**src/rtl/pipe_adder.sv**
```systemverilog
// pipe_adder: N-bit add/subtract split into STAGES carry slices, valid/ready.
// Optional PIPE_ADDER_SAT_EN clamps s to the signed limit on overflow.
module pipe_adder #(
  parameter int N      = 22,
  parameter int STAGES = 2
) (
  input  logic         clk,
  input  logic         rst,
  input  logic         in_valid,
  output logic         in_ready,
  input  logic [N-1:0] a,
  input  logic [N-1:0] b,
  input  logic         ci,
  input  logic         sub,
  output logic         out_valid,
  input  logic         out_ready,
  output logic [N-1:0] s,
  output logic         co,
  output logic         ovf
);

  localparam int W = (N + STAGES - 1) / STAGES;

  logic adv;

  // whole pipe moves together; any stalled result freezes every slice
  assign adv      = !out_valid || out_ready;
  assign in_ready = adv;

  for (genvar k = 0; k < STAGES; k++) begin : g_st
    localparam int LO = k * W;
    localparam int WK = (k == STAGES - 1) ? N - LO : W;
    localparam int HW = N - LO;

    logic [HW-1:0]    ai;
    logic [HW-1:0]    bi;
    logic             cin;
    logic             vin;
    logic [WK:0]      r;
    logic [LO+WK-1:0] s_d;

    // one slice of the carry chain
    assign r = {1'b0, ai[WK-1:0]}
             + {1'b0, bi[WK-1:0]}
             + {{WK{1'b0}}, cin};

    if (k == 0) begin : g_in
      assign ai  = a;
      assign bi  = b ^ {N{sub}};
      assign cin = sub | ci;
      assign vin = in_valid;
      assign s_d = r[WK-1:0];
    end else begin : g_in
      assign ai  = g_st[k-1].g_fw.a_q;
      assign bi  = g_st[k-1].g_fw.b_q;
      assign cin = g_st[k-1].g_fw.c_q;
      assign vin = g_st[k-1].g_fw.v_q;
      assign s_d = {r[WK-1:0], g_st[k-1].g_fw.s_q};
    end

    if (k < STAGES - 1) begin : g_fw
      logic [HW-WK-1:0] a_q;
      logic [HW-WK-1:0] b_q;
      logic [LO+WK-1:0] s_q;
      logic             c_q;
      logic             v_q;

      // slice register: valid always advances, data only with a live beat
      always_ff @(posedge clk) begin
        if (rst) begin
          v_q <= 1'b0;
          c_q <= 1'b0;
          s_q <= '0;
          a_q <= '0;
          b_q <= '0;
        end else if (adv) begin
          v_q <= vin;
          if (vin) begin
            a_q <= ai[HW-1:WK];
            b_q <= bi[HW-1:WK];
            s_q <= s_d;
            c_q <= r[WK];
          end
        end
      end
    end else begin : g_last
      logic         ov_d;
      logic [N-1:0] s_fin;

      assign ov_d = (ai[WK-1] == bi[WK-1])
                 && (r[WK-1] != ai[WK-1]);

`ifdef PIPE_ADDER_SAT_EN
      // both operands negative -> clamp low, else clamp high
      assign s_fin = !ov_d    ? s_d
                   : ai[WK-1] ? {1'b1, {(N-1){1'b0}}}
                   :            {1'b0, {(N-1){1'b1}}};
`else
      assign s_fin = s_d;
`endif

      // output register holds result, carry and overflow together
      always_ff @(posedge clk) begin
        if (rst) begin
          out_valid <= 1'b0;
          s         <= '0;
          co        <= 1'b0;
          ovf       <= 1'b0;
        end else if (adv) begin
          out_valid <= vin;
          if (vin) begin
            s   <= s_fin;
            co  <= r[WK];
            ovf <= ov_d;
          end
        end
      end
    end
  end

endmodule
```
**config.mk**
```make
export PLATFORM = sky130hd
export DESIGN_NAME = pipe_adder
export DESIGN_NICKNAME = d
export VERILOG_FILES = /design/src/rtl/pipe_adder.sv
export SDC_FILE = /design/constraint.sdc
export NUM_CORES = 1
export LEC_CHECK = 0
export CAP_MARGIN = 20
export CELL_PAD_IN_SITES_DETAIL_PLACEMENT = 1
export CELL_PAD_IN_SITES_GLOBAL_PLACEMENT = 1
export CORE_UTILIZATION = 25
export DETAILED_ROUTE_END_ITERATION = 6
export GPL_TIMING_DRIVEN = 0
export PLACE_DENSITY = 0.65
export SLEW_MARGIN = 15
export SYNTH_ARGS = -nofsm -noshare
export SYNTH_HDL_FRONTEND = slang
export SYNTH_SLANG_ARGS = --single-unit
```
**constraint.sdc**
```tcl
create_clock -name clk -period 4.2 [get_ports clk]
set_clock_uncertainty 0.05 [all_clocks]
set_input_delay 0.84 -clock clk [delete_from_list [all_inputs] [get_ports clk]]
set_output_delay 0.84 -clock clk [all_outputs]
set_load 0.02 [all_outputs]
```
==> impl_results.md <==
* Clk slew on worst S/H paths at 0.06 ns
* Max frequency at 0.257 GHz
* Slowest cell on crit path: fa_1
* Synth Area in Compound Gates at 22.3%
* Peak supply drop at 0.195 mV
* Global-route wire length before repair at 16300 um
* P_int at 1.27 mW
* Final hold vios at 0
* # Post-CTS Setup Buffers at 0
* Starting Density at 26.0%
* Ys async rst share at 0%
* WL/cell at 15.9 um
* Vias in the first global route at 3148
* DP Worst Slack at -0.0505 ns
* Distinct cell type count after synthesis at 52
* CP Capture Type: register
* Share of cells above drive strength 1 at 7.87%
* Mapped Area at 3320 um2
* Core area at 12800 um2
* Number of port buffers at 73
* Clock sinks at 60
* CP Max Fanout at 10
* Top-count cell post-synth: nand2_1
* Clk_lat worst skew at 0.32 ns
* Post-Synthesis Cells at 394
* CP top delay family: buffers and inverters
* DIE AREA at 13700 um2
* Post-Route WL at 10400 um
* Sw Ratio at 28.6%
* Rel. slew slack at 56.4%
* Worst-margin pin slew at 0.654 ns
* Hold Crit Depth at 2
* Hpwl dp at 8040 um
* Main combinational cell family by area after synthesis: compound AO/OA/AOI/OAI gates
* Layout Cell Area excl Fill at 4570 um2
* Post-synth EDFFs at 0
* Largest stage delay, worst path at 0.46 ns
* Hold crit path type: register to register
* CP required at 4.34 ns
* Post-Place Cell Area at 4270 um2
* Total of max-cap violations at 0
* Critical path startpoint category: input pin
* Top FF cell, synth: dfxtp_1
* CTS tree: built
* Post-route DRC at 0
* Post_cts resized at 0
* CTS root buffer: clkbuf_16
* Initial antenna violation count at 0
* Largest net degree at the start of global routing at 12
* NumNets Final at 552
* Final period utilization at 92.7%
* Avg Inst Size Synth at 8.43 um2
* WP data arrival at 4.03 ns
* Routed Antenna Nets at 0
* Cts-stage hold buffer count at 0
* Final Critical Period at 3.89 ns
* Syn. warnings at 0
* Synth area leaders: dfxtp_1, nand2_1, ha_1, a21oi_1, xnor2_1
* Vias after detailed routing at 3140
* Power density cells at 390 nW/um2
* R2R depth at 9
* Status: finished clean
* Syn Nets at 468
* Synth Area in Adders at 9.95%
* Crit-path cells: clkbuf_1, buf_2, buf_2, xor2_1, fa_1, fa_1, a21o_1, a221oi_2, a21bo_2, xor2_1, a21oi_1
* Max Root-Sink Buffers at 2
* Router iterations before antenna repair at 4
* H-tree depth at 3
* Die X at 117 um
* Via-per-instance ratio at 4.79
* Clk pwr share at 41.6%
* GRT Total Usage at 15.8%
* ANT cells at 0
* Critical path depth at 11
* Post-synthesis mux area share at 0%
* Commonest cells in the netlist: nand2_1, dfxtp_1, a21oi_1
* Final setup fails at 0
* Gpl congestion at 0.868
* Layout area overhead at 37.6%
* Combinational share of power at 22.4%
* Iter 0 DRT Violations at 119
* P_sw at 508 uW
* Crit Path Category: input pin to register
* Max Slew Vio Count at 0
* Top cell type's share of synthesized area at 36.2%
* #FFs+latches synth at 60
* Reg power frac at 36.0%
* Sequential area share after synthesis at 36.2%
* RSZ-0062 raised after global routing: false
* Worst setup margin at 0.308 ns
* Simple-gate share of the synthesized area at 18.6%
* Number of CTS-inserted buffers at 9
* Top cell type by total area after synthesis: dfxtp_1
* XOR/XNOR share of the synthesized area at 8.70%
* I/O pins at 76
* # rows at 41
* Grt total ovfl at 0
* CP bufs+invs at 3
* Leakage at 1.74 nW
* Die height at 117 um
flip-flops by register name, indices dropped and copies added, names as in the netlist:
signal / cells
co: 1
g_st.g_fw.a_q: 11
g_st.g_fw.b_q: 11
g_st.g_fw.c_q: 1
g_st.g_fw.s_q: 11
g_st.g_fw.v_q: 1
out_valid: 1
ovf: 1
s: 22
through the flow:
step / setup TNS (ns) / hold WS, ns / util, % / std cells / power, mW
floorplan: 0 / 0.379 / - / 394 / 0.898
CTS: 0 / 0.407 / 35.8 / 655 / 1.79
global placement: 0 / 0.395 / 33.4 / 639 / 1.04
global route: 0 / 0.422 / 35.8 / 655 / 1.87
finish: 0 / 0.405 / 35.8 / 655 / 1.78
detailed placement: -0.0771 / 0.400 / 33.4 / 639 / 1.05
cell families after synthesis:
group           after synthesis
compound gates              108
flops                        60
xor+xnor                     33
simple gates                135
fa+ha+maj                    24
buf+inv                      34
tightest hold or removal path, stage by stage (launching register included):
cell	delay, ns
dfxtp_1	0.31
nand2_1	0.05
a21oi_1	0.05
final timing paths:
check	startpoint	end	slack [ns]
setup / recovery	sub	g_st[0].g_fw.s_q[10]$_SDFFE_PP0P_	0.31
hold / removal	s[7]$_SDFFE_PP0P_	s[7]$_SDFFE_PP0P_	0.41
setup reg to reg	g_st[0].g_fw.a_q[0]$_SDFFE_PP0P_	s[21]$_SDFFE_PP0P_	1.80
hold reg to reg	s[7]$_SDFFE_PP0P_	s[7]$_SDFFE_PP0P_	0.41
cell type report:
class,count,area [um2]
repair buffers,73,731
inverters,9,33.8
clock inverters,6,63.8
fillers,1492,8200
plain buffers,25,109
clock buffers,10,239
well taps,172,215
multi-input cells,300,1980
flip-flops and latches,60,1200
per-layer routing:
metal / up-vias / routed length, um / GRT usage (%)
li1: 1569 / - / -
met1: 1485 / 5100 / 21.5
met2: 70 / 4700 / 25.1
met3: 16 / 436 / 2.99
met4: 0 / 165 / 5.06
met5: - / 0 / 0
power groups by stage:
stage | Combinational [mW] | Sequential, mW | Clock [mW]
3_5_place_dp | 0.398 | 0.652 | 0
4_1_cts | 0.402 | 0.641 | 0.752
5_1_grt | 0.440 | 0.645 | 0.788
3_3_place_gp | 0.389 | 0.652 | 0
2_1_floorplan | 0.240 | 0.658 | 0
6_report | 0.399 | 0.640 | 0.741
cells in the final DEF (no fill, tap or decap), types with 8 or more instances in the layout:
cell type	n
clkdlybuf4s50_1	73
nand2_1	67
dfxtp_1	60
a21oi_1	44
nor2_1	23
ha_1	20
a211oi_1	18
xnor2_1	17
xor2_1	16
clkbuf_1	12
buf_2	12
nor3_1	10
inv_1	9
clkbuf_16	9
o21ai_0	8
No activity file was read; power rests on OpenSTA's default activity.
==> patch: new RTL, same flow settings <==
Register the output `ovf` once more; this adds one clock of latency there. The other outputs are not delayed to match.
--- a/src/rtl/pipe_adder.sv
+++ b/src/rtl/pipe_adder.sv
@@ -20,6 +20,8 @@
 );
 
   localparam int W = (N + STAGES - 1) / STAGES;
+
+  logic ovf_s0;
 
   logic adv;
 
@@ -105,17 +107,21 @@
           out_valid <= 1'b0;
           s         <= '0;
           co        <= 1'b0;
-          ovf       <= 1'b0;
+          ovf_s0    <= 1'b0;
         end else if (adv) begin
           out_valid <= vin;
           if (vin) begin
             s   <= s_fin;
             co  <= r[WK];
-            ovf <= ov_d;
+            ovf_s0 <= ov_d;
           end
         end
       end
     end
   end
 
+  always_ff @(posedge clk) begin
+    ovf <= ovf_s0;
+  end
+
 endmodule
Function: changed (Yosys sat finds a counterexample within 4 cycles, from zero or initial values and one cycle with rst high).
==> patch against the original RTL <==
  * Routed wire length down 1.8%
  * Sequential share of layout area up 0.39 points
  * Area after synthesis rose by 0.60%
  * Power rose by 0.11%
  * Synthesized cell count up 0.25%
  * Worst setup slack better by 0.12 ns
  * Sequential cell count up 1
  * Design area increased by 0.16%
  * Critical path type unchanged
  * Largest cell class unchanged
  * Largest power group unchanged
  * Highest routed layer unchanged
==> patch: results <==
metrics = {
    "yosys": {
        "ys.flop_type": "dfxtp_1",
        "ys_types": 52,
        "synthArstFlopShare_pct": 0,
        "synth.area.top_cells": "dfxtp_1, nand2_1, ha_1",
        "synth_common_cells": "nand2_1, dfxtp_1, a21oi_1, nor2_1, ha_1",
        "ys_seq_area_share_pct": 36.55,
        "syn_nets": 469,
        "ys_warn_count": 0,
    },
    "cells_and_area": {
        "top_register": "s",
        "diodes": 0,
        "num-nets-final": 553,
        "drive_gt1_share_pct": 7.660,
        "n_fill_cell": 1528,
        "largest_register_ffs": 22,
    },
    "sta": {
        "tightest_slew_ns": 0.5483,
    },
    "placed_design": {
        "place_ws_ns": 0.04505,
        "port_buffers": 73,
        "gp_congestion": 0.8417,
        "placed_area_sq_um": 4287,
        "place_hpwl_mm": 8.196,
    },
    "global_routing": {
        "gr-usage-all-layers_pct": 15.42,
        "grt_max_degree": 12,
        "grt_antenna_before_repair": 0,
        "grt_pass1_vias": 3206,
        "grt_pass1_wl_mm": 16.88,
    },
    "routing": {
        "dr.pass1.iters": 4,
        "drt_iter0_markers": 142,
        "ant_nets": 0,
        "post_drt_wl_per_cell_um": 15.59,
        "via_per_inst": 4.736,
    },
    "clock_tree": {
        "clkTransAtPathRegs_ns": 0.05,
        "clkLatencyLatePin_ns": 0.33,
        "cts_setup_buffers": 0,
        "post_cts_resized": 0,
        "numCtsBuffers": 9,
        "cts_root_buf": "clkbuf_16",
    },
    "setup_path": {
        "cp_data_arrival_time_ns": 3.96,
        "cp_top_family": "compound AO/OA/AOI/OAI gates",
        "slowest_stage": "fa_1",
        "cpPeakStageDelay_ns": 0.47,
        "cp_max_fo": 10,
    },
    "power": {
        "leakagePower_nw": 1.748,
        "p_sw_share_pct": 29.01,
        "irDropWorstVdd_mv": 0.1814,
    },
    "status": {
        "run_status": "completed",
    },
    "worst_hold_path": {
        "hold_path_class": "reg -> reg",
    },
}
patch: cell count changes after synthesis, sizes merged:
cell,delta
dfxtp,+1
patch: worst paths after layout:
| kind | start | endpoint | slack [ns] | cells past startpoint |
|---|---|---|---|---|
| setup reg to reg | g_st[0].g_fw.a_q[0]$_SDFFE_PP0P_ | s[21]$_SDFFE_PP0P_ | 1.71 | 9 |
| setup / recovery | sub | g_st[0].g_fw.s_q[8]$_SDFFE_PP0P_ | 0.43 | 11 |
| hold / removal | ovf_s0$_SDFFE_PP0P_ | ovf$_DFF_P_ | 0.31 | 0 |
| hold reg to reg | ovf_s0$_SDFFE_PP0P_ | ovf$_DFF_P_ | 0.31 | 0 |
patch: power by group through the flow:
stage	clock [mW]	sequential (mW)	combinational, mW
global placement	0	0.662	0.392
detailed placement	0	0.663	0.404
global route	0.764	0.655	0.447
floorplan	0	0.668	0.240
CTS	0.735	0.651	0.408
finish	0.727	0.650	0.404
patch: kinds of logic after synthesis:
group	synth area share, %
AOI/OAI and AO/OA	22.17
and+or+nand+nor	18.46
adders and majority gates	9.888
buffers and inverters	4.269
xor gates and xnor gates	8.651
DFF	36.55
patch: per-layer routing:
metal | part of all wire (%) | global-route usage (%)
met5 | 0 | 0
met4 | 1.3 | 4.327
met3 | 3.9 | 3.731
met2 | 46 | 25.15
met1 | 49 | 20.16
patch: layout make-up:
type,instances,share of cell area (%)
plain buffers,25,2.378
clock buffers,9,4.921
clock inverters,6,1.422
inverters,9,0.7381
multi-input cells,300,43.19
flip-flops and latches,61,26.68
well taps,172,4.702
repair buffers,73,15.97
patch: per-stage QoR:
step           utilization (%)  cells
2_1_floorplan                -    395
3_3_place_gp             33.42    640
5_1_grt                  35.69    655
3_5_place_dp             33.42    640
4_1_cts                  35.69    655
6_report                 35.69    655
